**src/rtl/pc_ras_if.sv**
```systemverilog
// pc_ras_if: control strobes from the decoder and PC/RAS status towards fetch.
interface pc_ras_if #(
   parameter int unsigned PC_W   = 16,
   parameter int unsigned DISP_W = 8
);
   logic              pcEn;
   logic              branch;
   logic              jump;
   logic              call;
   logic              ret;
   logic              clrErr;
   logic [DISP_W-1:0] disp;
   logic [PC_W-1:0]   dSrc;
   logic [PC_W-1:0]   pc;
   logic [PC_W-1:0]   ra;
   logic              rasEmpty;
   logic              rasFull;
   logic              rasOvf;
   logic              rasUnf;

   modport master (
      output pcEn, branch, jump, call, ret, clrErr, disp, dSrc,
      input  pc, ra, rasEmpty, rasFull, rasOvf, rasUnf
   );

   modport slave (
      input  pcEn, branch, jump, call, ret, clrErr, disp, dSrc,
      output pc, ra, rasEmpty, rasFull, rasOvf, rasUnf
   );
endinterface

```
**src/rtl/pc_ras.sv**
```systemverilog
// pc_ras: fetch-stage program counter with a circular return-address stack.
// Build option: define PC_RAS_EN to compile in the RAS; without it call/ret
// act as jumps to dSrc and the stack status outputs are tied off.
module pc_ras #(
   parameter int unsigned     PC_W      = 16,
   parameter int unsigned     DISP_W    = 8,
   parameter int unsigned     RAS_DEPTH = 4,
   parameter logic [PC_W-1:0] RESET_PC  = '0
) (
   input logic     clk,
   input logic     rst,
   pc_ras_if.slave bus
);
   logic [PC_W-1:0] pc_q, pc_d;
   logic [PC_W-1:0] pc_inc, pc_br;

   // Sequential and PC-relative candidates; both wrap modulo 2^PC_W.
   assign pc_inc = pc_q + PC_W'(1);
   assign pc_br  = pc_q + PC_W'($signed(bus.disp));

   // PC register.
   always_ff @(posedge clk or negedge rst) begin
      if (!rst) pc_q <= RESET_PC;
      else      pc_q <= pc_d;
   end

   assign bus.pc = pc_q;

`ifdef PC_RAS_EN
   localparam int unsigned     PTR_W    = $clog2(RAS_DEPTH);
   localparam int unsigned     CNT_W    = $clog2(RAS_DEPTH + 1);
   localparam logic [CNT_W-1:0] FULL_CNT = CNT_W'(RAS_DEPTH);

   logic [PC_W-1:0]  stack_q [RAS_DEPTH];
   logic [PTR_W-1:0] top_q, top_d;
   logic [CNT_W-1:0] depth_q, depth_d;
   logic [PC_W-1:0]  ra_q, ra_d;
   logic             ovf_q, ovf_d;
   logic             unf_q, unf_d;
   logic             empty_q, full_q;
   logic             push;

   // Next PC by priority ret > call > jump > branch > increment, plus stack update.
   always_comb begin
      pc_d    = pc_q;
      top_d   = top_q;
      depth_d = depth_q;
      ra_d    = ra_q;
      push    = 1'b0;
      ovf_d   = ovf_q & ~bus.clrErr;
      unf_d   = unf_q & ~bus.clrErr;
      if (bus.pcEn) begin
         if (bus.ret) begin
            if (depth_q != '0) begin
               pc_d    = stack_q[top_q];
               top_d   = top_q - PTR_W'(1);
               depth_d = depth_q - CNT_W'(1);
               ra_d    = (depth_q > CNT_W'(1)) ? stack_q[top_q - PTR_W'(1)] : '0;
            end else begin
               pc_d  = bus.dSrc;
               unf_d = 1'b1;
            end
         end else if (bus.call) begin
            // Full stack: advancing top overwrites the oldest entry.
            pc_d  = bus.dSrc;
            push  = 1'b1;
            top_d = top_q + PTR_W'(1);
            ra_d  = pc_inc;
            if (depth_q == FULL_CNT) ovf_d   = 1'b1;
            else                     depth_d = depth_q + CNT_W'(1);
         end else if (bus.jump) begin
            pc_d = bus.dSrc;
         end else if (bus.branch) begin
            pc_d = pc_br;
         end else begin
            pc_d = pc_inc;
         end
      end
   end

   // Stack bookkeeping, registered top-of-stack copy and status flags.
   always_ff @(posedge clk or negedge rst) begin
      if (!rst) begin
         top_q   <= '0;
         depth_q <= '0;
         ra_q    <= '0;
         ovf_q   <= 1'b0;
         unf_q   <= 1'b0;
         empty_q <= 1'b1;
         full_q  <= 1'b0;
      end else begin
         top_q   <= top_d;
         depth_q <= depth_d;
         ra_q    <= ra_d;
         ovf_q   <= ovf_d;
         unf_q   <= unf_d;
         empty_q <= (depth_d == '0);
         full_q  <= (depth_d == FULL_CNT);
      end
   end

   // Return-address storage; contents are meaningless while depth is 0.
   always_ff @(posedge clk) begin
      if (push) stack_q[top_d] <= pc_inc;
   end

   assign bus.ra       = ra_q;
   assign bus.rasEmpty = empty_q;
   assign bus.rasFull  = full_q;
   assign bus.rasOvf   = ovf_q;
   assign bus.rasUnf   = unf_q;
`else
   logic unused_clr;

   // Next PC: call and ret degrade to absolute jumps.
   always_comb begin
      pc_d = pc_q;
      if (bus.pcEn) begin
         if (bus.ret || bus.call || bus.jump) pc_d = bus.dSrc;
         else if (bus.branch)                 pc_d = pc_br;
         else                                 pc_d = pc_inc;
      end
   end

   assign unused_clr   = bus.clrErr;
   assign bus.ra       = '0;
   assign bus.rasEmpty = 1'b1;
   assign bus.rasFull  = 1'b0;
   assign bus.rasOvf   = 1'b0;
   assign bus.rasUnf   = 1'b0;
`endif
endmodule

```
**src/flat_wrapper.sv**
```systemverilog
// flat-port wrapper written by rule: the top's interface ports become plain ports
module pc_ras_flat 
#(
   parameter int unsigned     PC_W      = 16,
   parameter int unsigned     DISP_W    = 8,
   parameter int unsigned     RAS_DEPTH = 4,
   parameter logic [PC_W-1:0] RESET_PC  = '0
)
  (clk, rst, bus_pcEn, bus_branch, bus_jump, bus_call, bus_ret, bus_clrErr, bus_disp, bus_dSrc, bus_pc, bus_ra, bus_rasEmpty, bus_rasFull, bus_rasOvf, bus_rasUnf);
  pc_ras_if #(.PC_W(PC_W), .DISP_W(DISP_W)) bus_i ();
  input logic clk;
  input logic rst;
  input wire logic [$bits(bus_i.pcEn)-1:0] bus_pcEn;
  input wire logic [$bits(bus_i.branch)-1:0] bus_branch;
  input wire logic [$bits(bus_i.jump)-1:0] bus_jump;
  input wire logic [$bits(bus_i.call)-1:0] bus_call;
  input wire logic [$bits(bus_i.ret)-1:0] bus_ret;
  input wire logic [$bits(bus_i.clrErr)-1:0] bus_clrErr;
  input wire logic [$bits(bus_i.disp)-1:0] bus_disp;
  input wire logic [$bits(bus_i.dSrc)-1:0] bus_dSrc;
  output wire logic [$bits(bus_i.pc)-1:0] bus_pc;
  output wire logic [$bits(bus_i.ra)-1:0] bus_ra;
  output wire logic [$bits(bus_i.rasEmpty)-1:0] bus_rasEmpty;
  output wire logic [$bits(bus_i.rasFull)-1:0] bus_rasFull;
  output wire logic [$bits(bus_i.rasOvf)-1:0] bus_rasOvf;
  output wire logic [$bits(bus_i.rasUnf)-1:0] bus_rasUnf;
  assign bus_i.pcEn = bus_pcEn;
  assign bus_i.branch = bus_branch;
  assign bus_i.jump = bus_jump;
  assign bus_i.call = bus_call;
  assign bus_i.ret = bus_ret;
  assign bus_i.clrErr = bus_clrErr;
  assign bus_i.disp = bus_disp;
  assign bus_i.dSrc = bus_dSrc;
  assign bus_pc = bus_i.pc;
  assign bus_ra = bus_i.ra;
  assign bus_rasEmpty = bus_i.rasEmpty;
  assign bus_rasFull = bus_i.rasFull;
  assign bus_rasOvf = bus_i.rasOvf;
  assign bus_rasUnf = bus_i.rasUnf;
  pc_ras #(.PC_W(PC_W), .DISP_W(DISP_W), .RAS_DEPTH(RAS_DEPTH), .RESET_PC(RESET_PC)) u_core (.clk(clk), .rst(rst), .bus(bus_i));
endmodule
```
**config.mk**
```make
export PLATFORM = sky130hd
export DESIGN_NAME = pc_ras_flat
export DESIGN_NICKNAME = d
export VERILOG_FILES = /design/src/rtl/pc_ras_if.sv /design/src/rtl/pc_ras.sv /design/src/flat_wrapper.sv
export SDC_FILE = /design/constraint.sdc
export NUM_CORES = 1
export LEC_CHECK = 0
export CAP_MARGIN = 20
export CORE_MARGIN = 10
export CORE_UTILIZATION = 39
export CTS_BUF_LIST = sky130_fd_sc_hd__clkbuf_16
export DETAILED_ROUTE_END_ITERATION = 10
export GPL_TIMING_DRIVEN = 0
export PLACE_DENSITY = 0.84
export SYNTH_ARGS = -nofsm -noshare
export SYNTH_HDL_FRONTEND = slang
export SYNTH_SLANG_ARGS = --single-unit
```
**constraint.sdc**
```tcl
create_clock -name clk -period 2.3 [get_ports clk]
set_input_delay 0.23 -clock clk [delete_from_list [all_inputs] [get_ports clk]]
set_output_delay 0.23 -clock clk [all_outputs]
set_load 0.01 [all_outputs]
```
==> After elaboration in Yosys (flattened, before gate mapping) <==
Cells that the tools add are included.
{ "totals": {"ff_bits": 16, "inputBits": 32, "wordCells": 7} }
{ "classes": {"add_sub_neg": 2, "mux": 2, "reduce_logical": 2} }
{ "ops": {"columns": ["operator", "n"], "rows": [
  ["$mux W16", 2],
  ["$add A16 B1 Y16 const B", 1],
  ["$add A16 B16 Y16", 1],
  ["$logic_or A1 B1 Y1", 2]
]} }

==> Depth between registers and ports, before layout <==
{ "depth": {"depth_word": 3, "depth_mapped": 10, "mapped_depth_nobuf": 9} }

==> Worst setup path before layout <==
No wires, ideal clock.
{ "synth_timing": {"kind": "reg-to-reg", "start": "register u_core.pc_q[0], in the netlist u_core.bus.pc[0]", "end": "register u_core.pc_q[14], in the netlist u_core.bus.pc[14]", "setup_ns": 0.137, "t_arrival_ns": 2.377, "required_ns": 2.163, "slack_ns": -0.214, "stages_incl_launch_ff": 9, "synth_period_minus_slack_ns": 2.514, "cell_sequence": "dfrtp_1 -> ha_1 -> fa_1 -> a211oi_1 -> o21ai_0 -> a31oi_1 -> mux2i_1 -> a21oi_1 -> a2bb2oi_1"} }
{ "synth_via": {"elab_chain_len": 3, "elab_cells_between_ends": 4, "cone_classes": "add/sub: 2; mux: 2"} }
{ "synth_rtl": {"columns": ["item", "line", "text"], "rows": [
  ["start: declaration", "pc_ras.sv:14", "logic [PC_W-1:0] pc_q, pc_d;"],
  ["start signal: assignment", "pc_ras.sv:24", "else pc_q <= pc_d;"],
  ["$add A16 B1 Y16 or $add A16 B16 Y16 (tied branches)", "pc_ras.sv:18, pc_ras.sv:19", null],
  ["$mux W16 *", "pc_ras.sv:120", "else if (bus.branch) pc_d = pc_br;"],
  ["$mux W16 *", "pc_ras.sv:119", "if (bus.ret || bus.call || bus.jump) pc_d = bus.dSrc;"]
]} }
Mark *: on every way between the ends. The rest lies on a longest branch, timed or not.
A chain may end at the register's enable or synchronous reset.

==> Worst setup path in the final report <==
{ "layout_timing": {"start": "register u_core.pc_q[0], in the netlist u_core.bus.pc[0]", "end": "register u_core.pc_q[8], in the netlist u_core.bus.pc[8]"} }
The elaborated chain is that of the path after synthesis.

==> flow_summary.yaml <==
timing:
  rsz0062_at_grt: "yes"
  setup_violations: 0
  period_share_pct: 99.8
  tightest_slew_ps: 791
  setup_slack_ps: 4.32
  maxSlewViolCount: 0
  setup_tns_ps: 0
  min_period_ps: 2300
  slew_headroom_pct: 47.1
  timing.fmax_ghz: 0.436
  hold_viol: 0
  clock_skew_ps: 2.32
critical_path:
  arrival_ps: 2430
  rr_startpoint: "u_core.bus.pc[0]$_DFFE_PN0P_"
  cp-startpoint: "u_core.bus.pc[0]$_DFFE_PN0P_"
  crit_type: "reg2reg"
  worstPathRequired_ps: 2440
  worst-path-max-fanout: 5
  setup.worst_path.start_class: "flop"
  crit_path_end_kind: "flop"
floorplanning:
  start_util_pct: 40.8
  io_pins: 68
  die_w_um: 84.9
  die_h_um: 84.9
  core_area_sq_um: 4030
  dieArea_sq_um: 7210
  rows: 23
synthesis:
  synth.most_common_cell: "buf_4"
  synthTopCellsByCount: "20 x buf_4, 16 x dfrtp_1, 16 x nand2_1"
  yosysTopAreaCell: "dfrtp_1"
  yosysTopAreaCellShare_pct: 24.4
  syn_area_per_cell_sq_um: 7.76
  netlist_top_cells_area: "dfrtp_1 24%, buf_4 9.1%, ha_1 5.3%"
  ys_async_sr_fraction_pct: 100
  synth-edff-count: 0
  synth-main-ff-cell: "dfrtp_1"
  syn-instance-count: 212
  synth-seq-cells: 16
  synth_cell_types: 48
  yosys_warnings: 0
  synth-seq-area-share_pct: 24.4
  netlist_area_sq_um: 1640
place:
  post_dp_cell_area_sq_um: 2250
  place_congestion: 0.934
  dpl.cell_count: 325
  dp_hpwl_um: 3900
  pre_cts_ws_ps: -820
  port_buffers: 45
cells_and_area:
  final_cell_area_sq_um: 2530
  area_growth_pct: 54.2
  nets: 330
  drive_above_1_share_pct: 22.2
  largest_reg_flops: 16
  finalNonFillerCells: 338
  antenna_cells: 0
power_and_ir_drop:
  peakVddDrop_mv: 0.224
  powerDensity_nw_per_um2: 530
  leakagePower_uw: 0.00107
detailed_routing:
  first_iter_violations: 239
  drt_pass1_iterations: 4
  ant_nets: 0
  drc: 0
  routed_wl_um: 5890
  viasPerCell: 5.68
  via_count: 1921
  wl_per_cell_um: 17.4
run:
  cap_violations: 0
grt:
  grt_max_degree: 17
  met3_usage_pct: 4.68
  grtUsageMet2_pct: 26.6
  grt_use_met1_pct: 17.5
  top_usage_layer: "met2"
  antenna_found_initial: 0
  grt_usage_pct: 15.3
  grt_overflow: 0
  grt_pass1_vias: 1909
  grt_pass1_wl_um: 9240
clocking:
  cts_num_sinks: 16
  clock-root-buffer: "clkbuf_16"
  cts.path.max_buffers: 2
  cts.clk_slew.worst_paths_ps: 50
  cts_buffers: 3
  insertion_delay_ps: 250
  htree_levels: 1
  cts_tree: "built"
status:
  status: "finished clean"
hold_path:
  hold_path.class: "in2async"
==> where the power goes <==
group | total [uW] | internal, uW | leakage (uW) | switching (uW)
clock | 354 | 229 | 0.0000370 | 125
sequential | 356 | 315 | 0.000182 | 41.4
combinational | 632 | 322 | 0.000856 | 311
==> per-layer routing <==
metal	vias to the layer above	part of all wire [%]	wire, um
met5	-	0	0
met4	0	1.3	78
met1	914	39	2330
met3	9	9.7	569
li1	891	-	-
met2	107	50	2920
==> worst max-delay path, stage by stage (launching register included) <==
cell and delay, ps:
dfrtp_1 400, ha_4 180, fa_2 390, a211oi_4 280, o21ai_4 120, a2111o_1 370
o21ai_0 140, a31oi_1 150, a2bb2oi_1 150
==> placed cells by master, fill, tap and decap left out, types with 4 or more instances in the layout <==
master,instances
or3_1,5
inv_1,5
a2bb2oi_1,5
a31oi_1,7
nor2_1,14
o22ai_1,4
clkbuf_1,9
conb_1,20
o21ai_0,9
dfrtp_1,16
buf_4,29
nand3_1,5
xnor2_1,4
nor3_1,10
a21oi_1,12
clkdlybuf4s50_1,43
and2_1,6
nand2_1,16
==> path summary, 6_finish.rpt <==
| kind | slack, ps | depth (start not counted) | to |
|---|---|---|---|
| max in group asynchronous | 1370 | 1 | u_core.bus.pc[7]$_DFFE_PN0P_ |
| worst max-delay path | 4 | 8 | u_core.bus.pc[8]$_DFFE_PN0P_ |
| worst min-delay path | 440 | 1 | u_core.bus.pc[8]$_DFFE_PN0P_ |
| worst max register to register | 4 | 8 | u_core.bus.pc[8]$_DFFE_PN0P_ |
| min in group clk | 450 | 3 | u_core.bus.pc[9]$_DFFE_PN0P_ |
| worst min register to register | 550 | 1 | u_core.bus.pc[15]$_DFFE_PN0P_ |
==> metrics by stage <==
step | hold slack, ps | util, % | power (uW)
after floorplan | -65.6 | - | 670
final | 441 | 62.9 | 1340
after CTS | 440 | 61.1 | 1270
after global placement | 529 | 55.7 | 845
after global routing | 509 | 62.9 | 1410
after detailed placement | 541 | 55.7 | 855
==> area by class of cell <==
type / count / area [sq um]
timing repair buffer: 55 / 523
sequential: 16 / 400
tap: 50 / 62.6
multi-input combinational: 176 / 1240
fill: 340 / 1490
inverter: 6 / 22.5
buffer: 32 / 211
clock buffer: 3 / 75.1
==> cell families (layout without fill, tap and decap cells) <==
| group | Yosys count | count (layout) | share of synthesized area [%] |
|---|---|---|---|
| muxes | 5 | 5 | 3.20 |
| and+or+nand+nor | 68 | 68 | 20.4 |
| adders and majority gates | 8 | 8 | 6.54 |
| xor gates and xnor gates | 4 | 4 | 2.13 |
| DFF | 16 | 16 | 24.4 |
| buffers and inverters | 38 | 96 | 13.9 |
| AOI/OAI and AO/OA | 71 | 71 | 29.1 |
| other | 2 | 20 | 0.457 |
==> repair_timing <==
item,4_1_cts,5_1_grt
setup buffers,8,2
pin swaps,9,6
hold buffers,0,0
gates resized for setup,20,17
cloned,0,0
setup endpoints to repair,12,11
No activity file was read; power rests on OpenSTA's default activity.
